`src/rtl/fp12_pkg.sv`:
```
// Shared fp12 types, constants and the arbiter tag carried alongside the adder pipeline.
package fp12_pkg;

    localparam int unsigned FP12_W   = 12;
    localparam int unsigned ARB_ID_W = 3;

    typedef struct packed {
        logic       sgn;
        logic [4:0] exp;
        logic [5:0] man;
    } fp12_t;

    localparam logic [FP12_W-1:0] FP12_ONE = 12'h3C0;
    localparam logic [FP12_W-1:0] FP12_TWO = 12'h400;

    // id is sized for the largest supported requester count
    typedef struct packed {
        logic                valid;
        logic [ARB_ID_W-1:0] id;
    } arb_tag_t;

endpackage

```
`src/rtl/rr_arbiter.sv`:
```
// Round-robin arbiter: one-hot grant to the first eligible index at or after the pointer.
module rr_arbiter #(
    parameter int unsigned N = 4
) (
    input  logic         clk,
    input  logic         rst,
    input  logic [N-1:0] eligible,
    input  logic         advance,
    output logic [N-1:0] grant
);

    localparam int unsigned PW = (N > 1) ? $clog2(N) : 1;

    logic [PW-1:0] ptr;
    logic [PW-1:0] nxt_ptr;
    logic [PW-1:0] idx;
    logic          found;

    always_comb begin
        grant   = '0;
        nxt_ptr = ptr;
        idx     = '0;
        found   = 1'b0;
        for (int unsigned k = 0; k < N; k++) begin
            idx = PW'((32'(ptr) + k) % N);
            if (!found && eligible[idx]) begin
                grant[idx] = 1'b1;
                found      = 1'b1;
                nxt_ptr    = PW'((32'(idx) + 32'd1) % N);
            end
        end
    end

    // pointer moves past the winner only when a grant is taken
    always_ff @(posedge clk) begin
        if (rst) begin
            ptr <= '0;
        end else if (advance) begin
            ptr <= nxt_ptr;
        end
    end

endmodule

```
`src/rtl/fp12_add_arbiter.sv`:
```
// Shares one pipelined fp12 adder among N_REQ requesters and routes sums back by tag.
// Optional perf counters enabled with `define FP12_ARB_PERF_CNT_EN.
module fp12_add_arbiter
    import fp12_pkg::*;
#(
    parameter int unsigned N_REQ   = 4,
    parameter int unsigned ADD_LAT = 4,
    parameter int unsigned MAX_OUT = 4
) (
    input  logic                    clk_i,
    input  logic                    rst_i,
    input  logic [N_REQ-1:0]        req_valid_i,
    input  logic [FP12_W*N_REQ-1:0] req_a_i,
    input  logic [FP12_W*N_REQ-1:0] req_b_i,
    output logic [N_REQ-1:0]        req_ready_o,
    output logic [N_REQ-1:0]        rsp_valid_o,
    output logic [FP12_W-1:0]       rsp_data_o,
    output logic [FP12_W-1:0]       add_a_o,
    output logic [FP12_W-1:0]       add_b_o,
    input  logic [FP12_W-1:0]       add_sum_i,
    output logic                    busy_o
`ifdef FP12_ARB_PERF_CNT_EN
    ,
    output logic [31:0]             perf_issue_o,
    output logic [31:0]             perf_stall_o
`endif
);

    localparam int unsigned DEPTH = ADD_LAT + 1;
    localparam int unsigned CNT_W = 4;

    arb_tag_t            tags [DEPTH];
    arb_tag_t            tail;
    logic [CNT_W-1:0]    cnt  [N_REQ];
    logic [N_REQ-1:0]    retire;
    logic [N_REQ-1:0]    eligible;
    logic [N_REQ-1:0]    grant;
    logic                issue;
    logic                any_cnt;
    logic [FP12_W-1:0]   win_a;
    logic [FP12_W-1:0]   win_b;
    logic [ARB_ID_W-1:0] win_id;

    assign tail        = tags[DEPTH-1];
    assign issue       = |grant;
    assign req_ready_o = grant;

    // a retiring requester frees its slot in the same cycle, so it may re-issue at the limit
    always_comb begin
        retire   = '0;
        eligible = '0;
        any_cnt  = 1'b0;
        for (int unsigned i = 0; i < N_REQ; i++) begin
            retire[i]   = tail.valid && (tail.id == ARB_ID_W'(i));
            eligible[i] = req_valid_i[i] && !rst_i &&
                          ((cnt[i] < CNT_W'(MAX_OUT)) || retire[i]);
            any_cnt     = any_cnt || (cnt[i] != '0);
        end
    end

    rr_arbiter #(
        .N (N_REQ)
    ) u_rr (
        .clk      (clk_i),
        .rst      (rst_i),
        .eligible (eligible),
        .advance  (issue),
        .grant    (grant)
    );

    always_comb begin
        win_a  = '0;
        win_b  = '0;
        win_id = '0;
        for (int unsigned i = 0; i < N_REQ; i++) begin
            if (grant[i]) begin
                win_a  = req_a_i[i*FP12_W +: FP12_W];
                win_b  = req_b_i[i*FP12_W +: FP12_W];
                win_id = ARB_ID_W'(i);
            end
        end
    end

    always_ff @(posedge clk_i) begin
        if (rst_i) begin
            add_a_o     <= '0;
            add_b_o     <= '0;
            rsp_valid_o <= '0;
            rsp_data_o  <= '0;
            busy_o      <= 1'b0;
            for (int unsigned k = 0; k < DEPTH; k++) tags[k] <= '0;
            for (int unsigned i = 0; i < N_REQ; i++) cnt[i] <= '0;
        end else begin
            if (issue) begin
                add_a_o <= win_a;
                add_b_o <= win_b;
            end
            tags[0] <= '{valid: issue, id: win_id};
            for (int unsigned k = 1; k < DEPTH; k++) tags[k] <= tags[k-1];
            rsp_valid_o <= retire;
            if (tail.valid) rsp_data_o <= add_sum_i;
            for (int unsigned i = 0; i < N_REQ; i++) begin
                if (grant[i] && !retire[i]) begin
                    cnt[i] <= cnt[i] + CNT_W'(1);
                end else if (!grant[i] && retire[i]) begin
                    cnt[i] <= cnt[i] - CNT_W'(1);
                end
            end
            busy_o <= any_cnt;
        end
    end

`ifdef FP12_ARB_PERF_CNT_EN
    // a stall is any valid requester left without a grant this cycle
    always_ff @(posedge clk_i) begin
        if (rst_i) begin
            perf_issue_o <= '0;
            perf_stall_o <= '0;
        end else begin
            if (issue) perf_issue_o <= perf_issue_o + 32'd1;
            if (|(req_valid_i & ~grant)) perf_stall_o <= perf_stall_o + 32'd1;
        end
    end
`endif

endmodule

```
`config.mk`:
```
export PLATFORM = sky130hd
export DESIGN_NAME = fp12_add_arbiter
export DESIGN_NICKNAME = d
export VERILOG_FILES = /design/src/rtl/fp12_pkg.sv /design/src/rtl/rr_arbiter.sv /design/src/rtl/fp12_add_arbiter.sv
export SDC_FILE = /design/constraint.sdc
export NUM_CORES = 1
export LEC_CHECK = 0
export CAP_MARGIN = 20
export CORE_MARGIN = 1.5
export CORE_UTILIZATION = 46
export CTS_BUF_LIST = sky130_fd_sc_hd__clkbuf_8
export DETAILED_ROUTE_END_ITERATION = 12
export GPL_TIMING_DRIVEN = 0
export PLACE_DENSITY = 0.83
export SYNTH_ARGS = -nofsm -noshare
export SYNTH_HDL_FRONTEND = slang
export SYNTH_SLANG_ARGS = --single-unit
```
`constraint.sdc`:
```
create_clock -name clk_i -period 4.8 [get_ports clk_i]
set_input_delay 0.48 -clock clk_i [delete_from_list [all_inputs] [get_ports clk_i]]
set_output_delay 0.48 -clock clk_i [all_outputs]
set_load 0.01 [all_outputs]
```
==> results of run 1 <==
## worst paths after layout
check              startpoint              to  slack [ps]  depth (start not counted)
hold reg to reg    tags[0][1]      tags[0][5]         430                          1
setup / recovery  u_rr.ptr[1]  req_ready_o[1]         240                         12
hold / removal     tags[0][1]      tags[0][5]         430                          1
setup reg to reg  u_rr.ptr[1]       cnt[0][3]         630                         16
## state kept, by name, summed over array words and instances, names as in the netlist
signal	count
tags	15
u_rr.ptr	2
rsp_valid_o	4
rsp_data_o	12
cnt	16
add_b_o	12
busy_o	1
add_a_o	12
## Yosys cell counts, types with 2 or more instances
library cell	n	share of area, %
o21ai_0	4	0.48
and3b_1	2	0.42
a221oi_2	3	1.1
nor2_1	39	3.5
o21ai_2	3	0.63
ha_1	17	5.1
inv_2	4	0.36
buf_6	3	0.81
fa_1	3	1.4
buf_2	9	1.1
or3_1	5	0.75
a22o_1	4	0.84
nor3b_1	2	0.36
and3_1	24	3.6
o22a_1	2	0.42
nand3_1	9	1.1
o22ai_1	5	0.75
nor3_1	5	0.60
nor2b_1	13	2.0
o21ai_1	2	0.24
mux2i_1	14	3.4
dfxtp_1	58	28
a21o_1	4	0.72
xnor2_1	7	1.5
a21oi_1	28	3.4
clkbuf_1	10	0.90
nand3b_1	3	0.54
o221ai_2	20	7.2
nand2_1	17	1.5
o221ai_1	2	0.42
edfxtp_1	16	12
a22oi_1	22	4.0
xor2_1	4	0.84
inv_1	37	3.3
o22ai_2	2	0.60
a211oi_1	3	0.54
## metrics by stage
step	setup slack (ps)	util, %	cell area [um2]
2_1_floorplan	1146	-	4151
3_3_place_gp	535.6	67.17	5858
3_5_place_dp	419.6	67.17	5858
4_1_cts	33.99	69.53	6063
5_1_grt	71.80	69.64	6073
6_report	242.3	69.64	6073
## logic make-up (layout without fill, tap and decap cells)
logic type	count (synthesis)	in the layout	share of synthesized area, %
xor+xnor	11	11	2.321
fa+ha+maj	20	20	6.570
mux	14	14	3.375
simple gates	127	127	16.49
compound gates	116	116	24.77
flops	74	74	39.54
buf+inv	66	238	6.932
## routing by layer
metal / vias up / GRT usage, %
met2: 153 / 43.66
met1: 1859 / 27.78
met4: 0 / 11.43
met3: 28 / 6.442
met5: - / 0
li1: 1889 / -
## cell type report
| class | count | area, um2 |
|---|---|---|
| Clock buffer | 9 | 123.9 |
| Inverter | 42 | 160.2 |
| Fill cell | 679 | 2648 |
| Buffer | 23 | 123.9 |
| Multi-Input combinational cell | 288 | 2233 |
| Timing Repair Buffer | 157 | 1572 |
| Clock inverter | 7 | 81.33 |
| Sequential cell | 74 | 1644 |
| Tap cell | 108 | 135.1 |
## repair_timing
item,CTS,global route
hold endpoints to repair,0,0
endpoints found under the setup margin,0,2
resized for setup,0,3
## power groups by stage
| stage | clock network, W | logic [W] | registers [W] |
|---|---|---|---|
| after floorplan | 0 | 0.000734 | 0.000888 |
| after CTS | 0.000523 | 0.00122 | 0.000853 |
| after global placement | 0 | 0.00119 | 0.000859 |
| after detailed placement | 0 | 0.00122 | 0.000866 |
| after global routing | 0.000552 | 0.00132 | 0.000871 |
| final | 0.000519 | 0.00122 | 0.000855 |
==> metrics.txt, run 1 <==
EDFF count, synth=16; max-cap viol count=0; Fmax=219.4 MHz; total power=0.002596 W; Critical-path top delay cell=clkdlybuf4s50_1; Peak VDD IR=0.0002451 V; Syn Inst Count=428; Int Pwr=0.001610 W; Worst Hold Class=reg2reg; router iterations before antenna repair=5; CP Capture Type=output pin; Detailed Place HPWL=9489 um; met3 wire length=909 um; CTS tree=yes; period utilisation layout=94.95%; NetSw=0.0009855 W; post-route ant nets=0; RD Place Congestion=0.8936; combinational power share=47.1%; die width=98 um; DRC Markers=0; post-DR vias/cell=5.549; Die H=98 um; fin nets=729; first-pass GRT wire length=18970 um; share of post-route cells with drive strength above 1=12.17%; Final Critical Period=4558 ps; Critical Path Fanout Max=10; post-synthesis sequential area ratio=39.54%; post-synthesis register bit count=74; Setup TNS=0 ps; wire length on met2=6234 um; First DRT Iteration DRCs=185; slowest stage delay, CP=600 ps; Post-CTS Hold Buffers=0; pwr/cell area=427.4 nW/um2; Hold Violations, Final=0; Syn Nets=562; GRT Util Overall=24.73%; commonest non-fill, non-tap cell in the layout=clkdlybuf4s50_1; ys async rst share=0%; I/O Buffers=157; total core area=8721 um2; clk sinks=74; YS warnings=0; CP Class=reg2out; Fin Clk Skew=13.45 ps; wl on met1=4535 um; Final Max Slew Viols=0; final hold slack=428.9 ps; highest metal used=met4; DIE AREA=9604 um2; antenna violations before repair=0; clock tree root driver cell=clkbuf_8; Distinct cells, synth=59; Crit path max-delay family=buffers and inverters; crit start category=register; routed length per instance=17.05 um; IO Pins=159; Max-slew headroom=47.44%; data arrival time at the worst-slack endpoint=4080 ps; Post-Layout Cell Count=708; Mapped Area=4151 um2; Inserted Diodes=0; Worst-Margin Slew=788.3 ps; Reg power frac=32.9%; Area Overhead vs Synth=46.29%; CP dominant cell by count=buf_2; H-tree depth=3; Initial Utilization=47.60%; Pleak=2.391 nW; via count=3929; worst-skew pair later-pin latency=360 ps; vias in the first global route=3980; pin count of the biggest net entering global routing=16; post-CTS setup buffers=0; row count=34; CTS Buffer Depth=2; WP data required=4320 ps; DRT Wirelength=12070 um; Sw Share=37.97%; RSZ-0062 raised after global routing=false; commonest cells after routing, fill and taps aside=157 x clkdlybuf4s50_1, 56 x dfxtp_1, 39 x nor2_1, 37 x inv_1, 28 x a21oi_1; Worst-path clk slew=90 ps; worst path buffer plus inverter count=6; Inserted Clock Buffers=9; status=completed; total gr overflow=0; final setup vio count=0; placed insts=693; CP cell instances=inv_1, ha_1, clkbuf_1, or3_1, o22a_1, a221oi_4, a22o_1, a221oi_1, buf_2, inv_2, buf_2, clkdlybuf4s50_1; Synth Flop Type=dfxtp_1; Clk network pwr share=20.0%; synthesized area per cell=9.700 um2
No activity file was read; power rests on OpenSTA's default activity.
==> inputs of run 2 (changes only) <==
Settings changed: CORE_ASPECT_RATIO set to 1.4, CTS_CLUSTER_DIAMETER set to 120, SKIP_LAST_GASP set to 1.
==> metrics.txt, run 2 (synthesis gave the netlist of run 1 again) <==
total core area=8658 um2 (-0.72%); total gr overflow=0 (unchanged); fillers=692 (+1.9%); worst-skew pair later-pin latency=350 ps (about the same); data arrival time at the worst-slack endpoint=4070 ps (about the same); depth of the worst register-to-register path=16 (unchanged); row count=40 (+18%); crit start category=register; WP data required=4320 ps (about the same); fin nets=729 (unchanged); Largest regs=cnt (16), tags (15); IO Pins=159 (unchanged); final setup vio count=0 (unchanged); post-CTS setup buffers=0 (unchanged); max-cap viol count=0 (unchanged); DRT Wirelength=12050 um (-0.19%); GRT Util Overall=25.50% (+0.77 points); Die H=115.4 um (+18%); cts repair resizes=0 (unchanged); placed insts=690 (-0.43%); max reg flops=16 (unchanged); Worst-Margin Slew=771.0 ps (-17.36 ps); CP Capture Type=output pin; CTS Buffer Depth=2 (unchanged); share of post-route cells with drive strength above 1=12.00% (-0.17 points); vias in the first global route=4064 (+2.1%); H-tree depth=3 (unchanged); pin count of the biggest net entering global routing=20 (+4); Post-Layout Cell Count=705 (-0.42%); DIE AREA=9612 um2 (about the same); pwr/cell area=425.4 nW/um2 (-0.45%); Fmax=219.6 MHz (about the same); Max-slew headroom=48.60% (+1.2 points); period utilisation layout=94.89% (about the same); Inserted Clock Buffers=9 (unchanged); post-route ant nets=0 (unchanged); RSZ-0062 raised after global routing=false; Hold Violations, Final=0 (unchanged); Pleak=2.392 nW (about the same); commonest non-fill, non-tap cell in the layout=clkdlybuf4s50_1; Area Overhead vs Synth=46.14%; Largest Register=cnt; antenna violations before repair=0 (unchanged); I/O Buffers=157 (unchanged); Final Critical Period=4555 ps (-2.985 ps); Worst Hold Class=reg2reg; Final Max Slew Viols=0 (unchanged); Inserted Diodes=0 (unchanged); Detailed Place HPWL=9592 um (+1.1%); Peak VDD IR=0.0002950 V (+20%); Worst-path clk slew=80 ps (about the same); total power=0.002581 W (-0.55%); clk sinks=74 (unchanged); DRC Markers=0 (unchanged); CP Class=reg2out; Critical Path Fanout Max=10 (unchanged); routed length per instance=17.09 um (+0.23%); via count=3929 (unchanged); Hold Path Stages=1 (unchanged); router iterations before antenna repair=5 (unchanged); Fin Clk Skew=8.798 ps (-4.649 ps); post-DR vias/cell=5.573 (+0.43%); die width=83.29 um (-15%); post-layout util=70.07% (+0.43 points); commonest cells after routing, fill and taps aside=157 x clkdlybuf4s50_1, 56 x dfxtp_1, 39 x nor2_1, 38 x inv_1, 28 x a21oi_1; status=completed; clock tree root driver cell=clkbuf_8; Post-CTS Hold Buffers=0 (unchanged); Setup TNS=0 ps (unchanged); first-pass GRT wire length=19480 um (+2.7%); RD Place Congestion=0.8678 (-2.9%); Initial Utilization=47.95% (+0.34 points); First DRT Iteration DRCs=254 (+37%); CTS tree=yes
-- run 2: cell types whose count changed in the layout (fill, tap and decap cells not counted) --
cell | before | now
inv_6 | 3 | 1
inv_1 | 37 | 38
inv_8 | 1 | 0
clkinv_4 | 0 | 1
clkbuf_8 | 9 | 10
-- run 2: metal layers --
metal | vias up | part of all wire (%) | track usage [%]
met2 | 159 | 53 | 46.18
li1 | 1891 | - | -
met1 | 1864 | 37 | 29.04
met4 | 0 | 1.7 | 7.889
met3 | 15 | 8.0 | 7.466
met5 | - | 0 | 0
-- run 2: final cells by class --
class | instances | area (um2) | area share [%]
multi-input cells | 288 | 2233 | 36.81
flip-flops and latches | 74 | 1644 | 27.10
repair buffers | 157 | 1572 | 25.90
inverters | 42 | 160.2 | 2.640
clock buffers | 10 | 137.6 | 2.269
well taps | 105 | 131.4 | 2.165
plain buffers | 23 | 123.9 | 2.042
clock inverters | 6 | 65.06 | 1.072
-- run 2: path summary, 6_finish.rpt --
kind,start,end,slack [ps]
min,tags[0][3],tags[0][7],440
max reg2reg,u_rr.ptr[1],cnt[2][3],580
max,u_rr.ptr[1],req_ready_o[1],250
min reg2reg,tags[0][3],tags[0][7],440
-- run 2: through the flow --
stage | worst slack (ps) | area [um2] | hold WS [ps]
6_report | 245.3 | 6067 | 440.1
5_1_grt | 20.16 | 6067 | 453.3
4_1_cts | 59.86 | 6053 | 444.5
3_5_place_dp | 362.0 | 5854 | 425.6
3_3_place_gp | 519.5 | 5854 | 416.9
2_1_floorplan | 1146 | 4151 | 413.8
-- run 2: worst max-delay path: stages (launching register included) --
cell,delay [ps]
dfxtp_2,440
inv_1,180
ha_1,310
clkbuf_1,230
or3_1,380
o22a_1,250
a221oi_4,410
a22o_1,180
a221oi_1,50
buf_2,230
inv_2,150
buf_2,290
clkdlybuf4s50_1,600
-- run 2: power breakdown --
group          internal, W  leakage [nW]  switching [W]  total, W
clock             0.000256         0.105       0.000246  0.000501
sequential        0.000778         0.643      0.0000817  0.000860
combinational     0.000581          1.65       0.000638   0.00122
==> inputs of run 3 (changes only) <==
Settings changed: RECOVER_POWER set to 25.
==> metrics.txt, run 3 (synthesis gave the netlist of run 1 again) <==
status=completed; first-pass GRT wire length=19480 um (unchanged); pin count of the biggest net entering global routing=20 (unchanged); sequential cell area=1644 um2 (unchanged); die width=83.29 um (unchanged); Worst-path clk slew=80 ps (about the same); Pleak=2.400 nW (+0.30%); RSZ-0062 raised after global routing=false; Largest Register=cnt; Post-Layout Inst Area=6062 um2 (about the same); antenna violations before repair=0 (unchanged); Inserted Diodes=0 (unchanged); Sw Share=37.45% (about the same); data arrival time at the worst-slack endpoint=4070 ps (about the same); DIE AREA=9612 um2 (unchanged); clock tree root driver cell=clkbuf_8; IO Pins=159 (unchanged); NetSw=0.0009670 W (+0.13%); CTS tree=yes; worst-skew pair later-pin latency=350 ps (about the same); Critical Path Fanout Max=10 (unchanged); Hold Path Stages=1 (unchanged); total core area=8658 um2 (unchanged); First DRT Iteration DRCs=267 (+5.1%); max reg flops=16 (unchanged); H-tree depth=3 (unchanged); Fmax=219.6 MHz (about the same); Detailed Place HPWL=9592 um (unchanged); I/O Buffers=157 (unchanged); Worst Hold Class=reg2reg; fillers=694 (+0.29%); total gr overflow=0 (unchanged); DRC Markers=0 (unchanged); post-route ant nets=0 (unchanged); final hold slack=439.9 ps (-0.2050 ps); Die H=115.4 um (unchanged); Largest regs=cnt (16), tags (15); via count=3937 (+0.20%); WP data required=4320 ps (about the same); combinational power share=47.2% (about the same); routed length per instance=17.13 um (+0.25%); CP Capture Type=output pin; Worst-Margin Slew=767.4 ps (-3.585 ps); commonest non-fill, non-tap cell in the layout=clkdlybuf4s50_1; period utilisation layout=94.86% (about the same); Setup TNS=0 ps (unchanged); Final Critical Period=4553 ps (-1.207 ps); Reg power frac=33.3% (about the same); Inserted Clock Buffers=9 (unchanged); Final Max Slew Viols=0 (unchanged); area occupied by multi-input gates=2233 um2 (unchanged); post-DR vias/cell=5.584 (+0.20%); Max-slew headroom=48.84% (+0.24 points); pwr/cell area=425.9 nW/um2 (+0.11%); CP Class=reg2out; Int Pwr=0.001615 W (about the same); Clk network pwr share=19.5% (about the same); Peak VDD IR=0.0002945 V (-0.15%); Area Overhead vs Synth=46.02% (about the same); clk sinks=74 (unchanged); post-layout util=70.01% (about the same); CTS Buffer Depth=2 (unchanged); DRT Wirelength=12080 um (+0.25%); depth of the worst register-to-register path=16 (unchanged); Initial Utilization=47.95% (unchanged); final setup vio count=0 (unchanged); fin nets=729 (unchanged); max-cap viol count=0 (unchanged); vias in the first global route=4064 (unchanged); share of post-route cells with drive strength above 1=11.67% (-0.33 points); crit start category=register; Hold Violations, Final=0 (unchanged); row count=40 (unchanged); pre-CTS setup slack=362.0 ps (unchanged); commonest cells after routing, fill and taps aside=153 x clkdlybuf4s50_1, 56 x dfxtp_1, 39 x nor2_1, 38 x inv_1, 28 x a21oi_1; setup ws final=246.5 ps (+1.207 ps); RD Place Congestion=0.8678 (unchanged); router iterations before antenna repair=4 (-1); Fin Clk Skew=9.493 ps (+0.6943 ps); Cell Area, Placed=5854 um2 (unchanged); GRT Util Overall=25.50% (unchanged)
==> run 3: cell count changes in the layout (fill, tap and decap cells not counted) <==
cell	previous run	this run
clkbuf_1	9	12
dlygate4sd3_1	0	4
buf_2	9	8
clkdlybuf4s50_1	157	153
buf_1	1	0
buf_4	1	0
==> run 3: critical path, cell delays in order, from the launching register on <==
cell             delay, ps
dfxtp_2                440
inv_1                  180
ha_1                   310
clkbuf_1               230
or3_1                  380
o22a_1                 250
a221oi_4               410
a22o_1                 180
a221oi_1                50
buf_2                  230
inv_2                  140
buf_2                  300
clkdlybuf4s50_1        600
==> run 3: power by group through the flow <==
| stage | combinational (W) | sequential [W] | clock [W] |
|---|---|---|---|
| after floorplan | 0.000734 | 0.000888 | 0 |
| after global placement | 0.00118 | 0.000865 | 0 |
| after detailed placement | 0.00121 | 0.000871 | 0 |
| after CTS | 0.00121 | 0.000858 | 0.000508 |
| after global routing | 0.00132 | 0.000878 | 0.000533 |
| final | 0.00122 | 0.000860 | 0.000503 |
==> run 3: cell type report <==
class	count	share of cell area, %
sequential	74	27.12
tap	105	2.167
clock inverter	6	1.073
timing repair buffer	157	25.92
clock buffer	10	2.270
buffer	23	1.961
multi-input combinational	288	36.84
inverter	42	2.642
==> run 3: path summary, 6_finish.rpt <==
kind	to	slack, ps	from
worst max-delay path	req_ready_o[1]	250	u_rr.ptr[1]
worst min-delay path	tags[0][7]	440	tags[0][3]
worst max register to register	cnt[2][3]	580	u_rr.ptr[1]
worst min register to register	tags[0][7]	440	tags[0][3]
==> run 3: repair_timing <==
| action | 4_1_cts | 5_1_grt |
|---|---|---|
| hold buffers | 0 | 0 |
| setup buffers | 0 | 0 |
| resized for setup | 0 | 3 |
| setup endpoints to repair | 1 | 1 |
| pin swaps | 0 | 0 |
==> run 3: layer usage <==
metal	global-route usage [%]	vias to the layer above	wire length [um]
li1	-	1888	-
met1	29.04	1849	4500
met2	46.18	178	6310
met3	7.466	22	972
met4	7.889	0	294
met5	0	-	0
==> run 3: stage by stage <==
stage | power [W] | std cells
2_1_floorplan | 0.001622 | 428
3_3_place_gp | 0.002042 | 690
3_5_place_dp | 0.002081 | 690
4_1_cts | 0.002580 | 705
5_1_grt | 0.002730 | 705
6_report | 0.002582 | 705
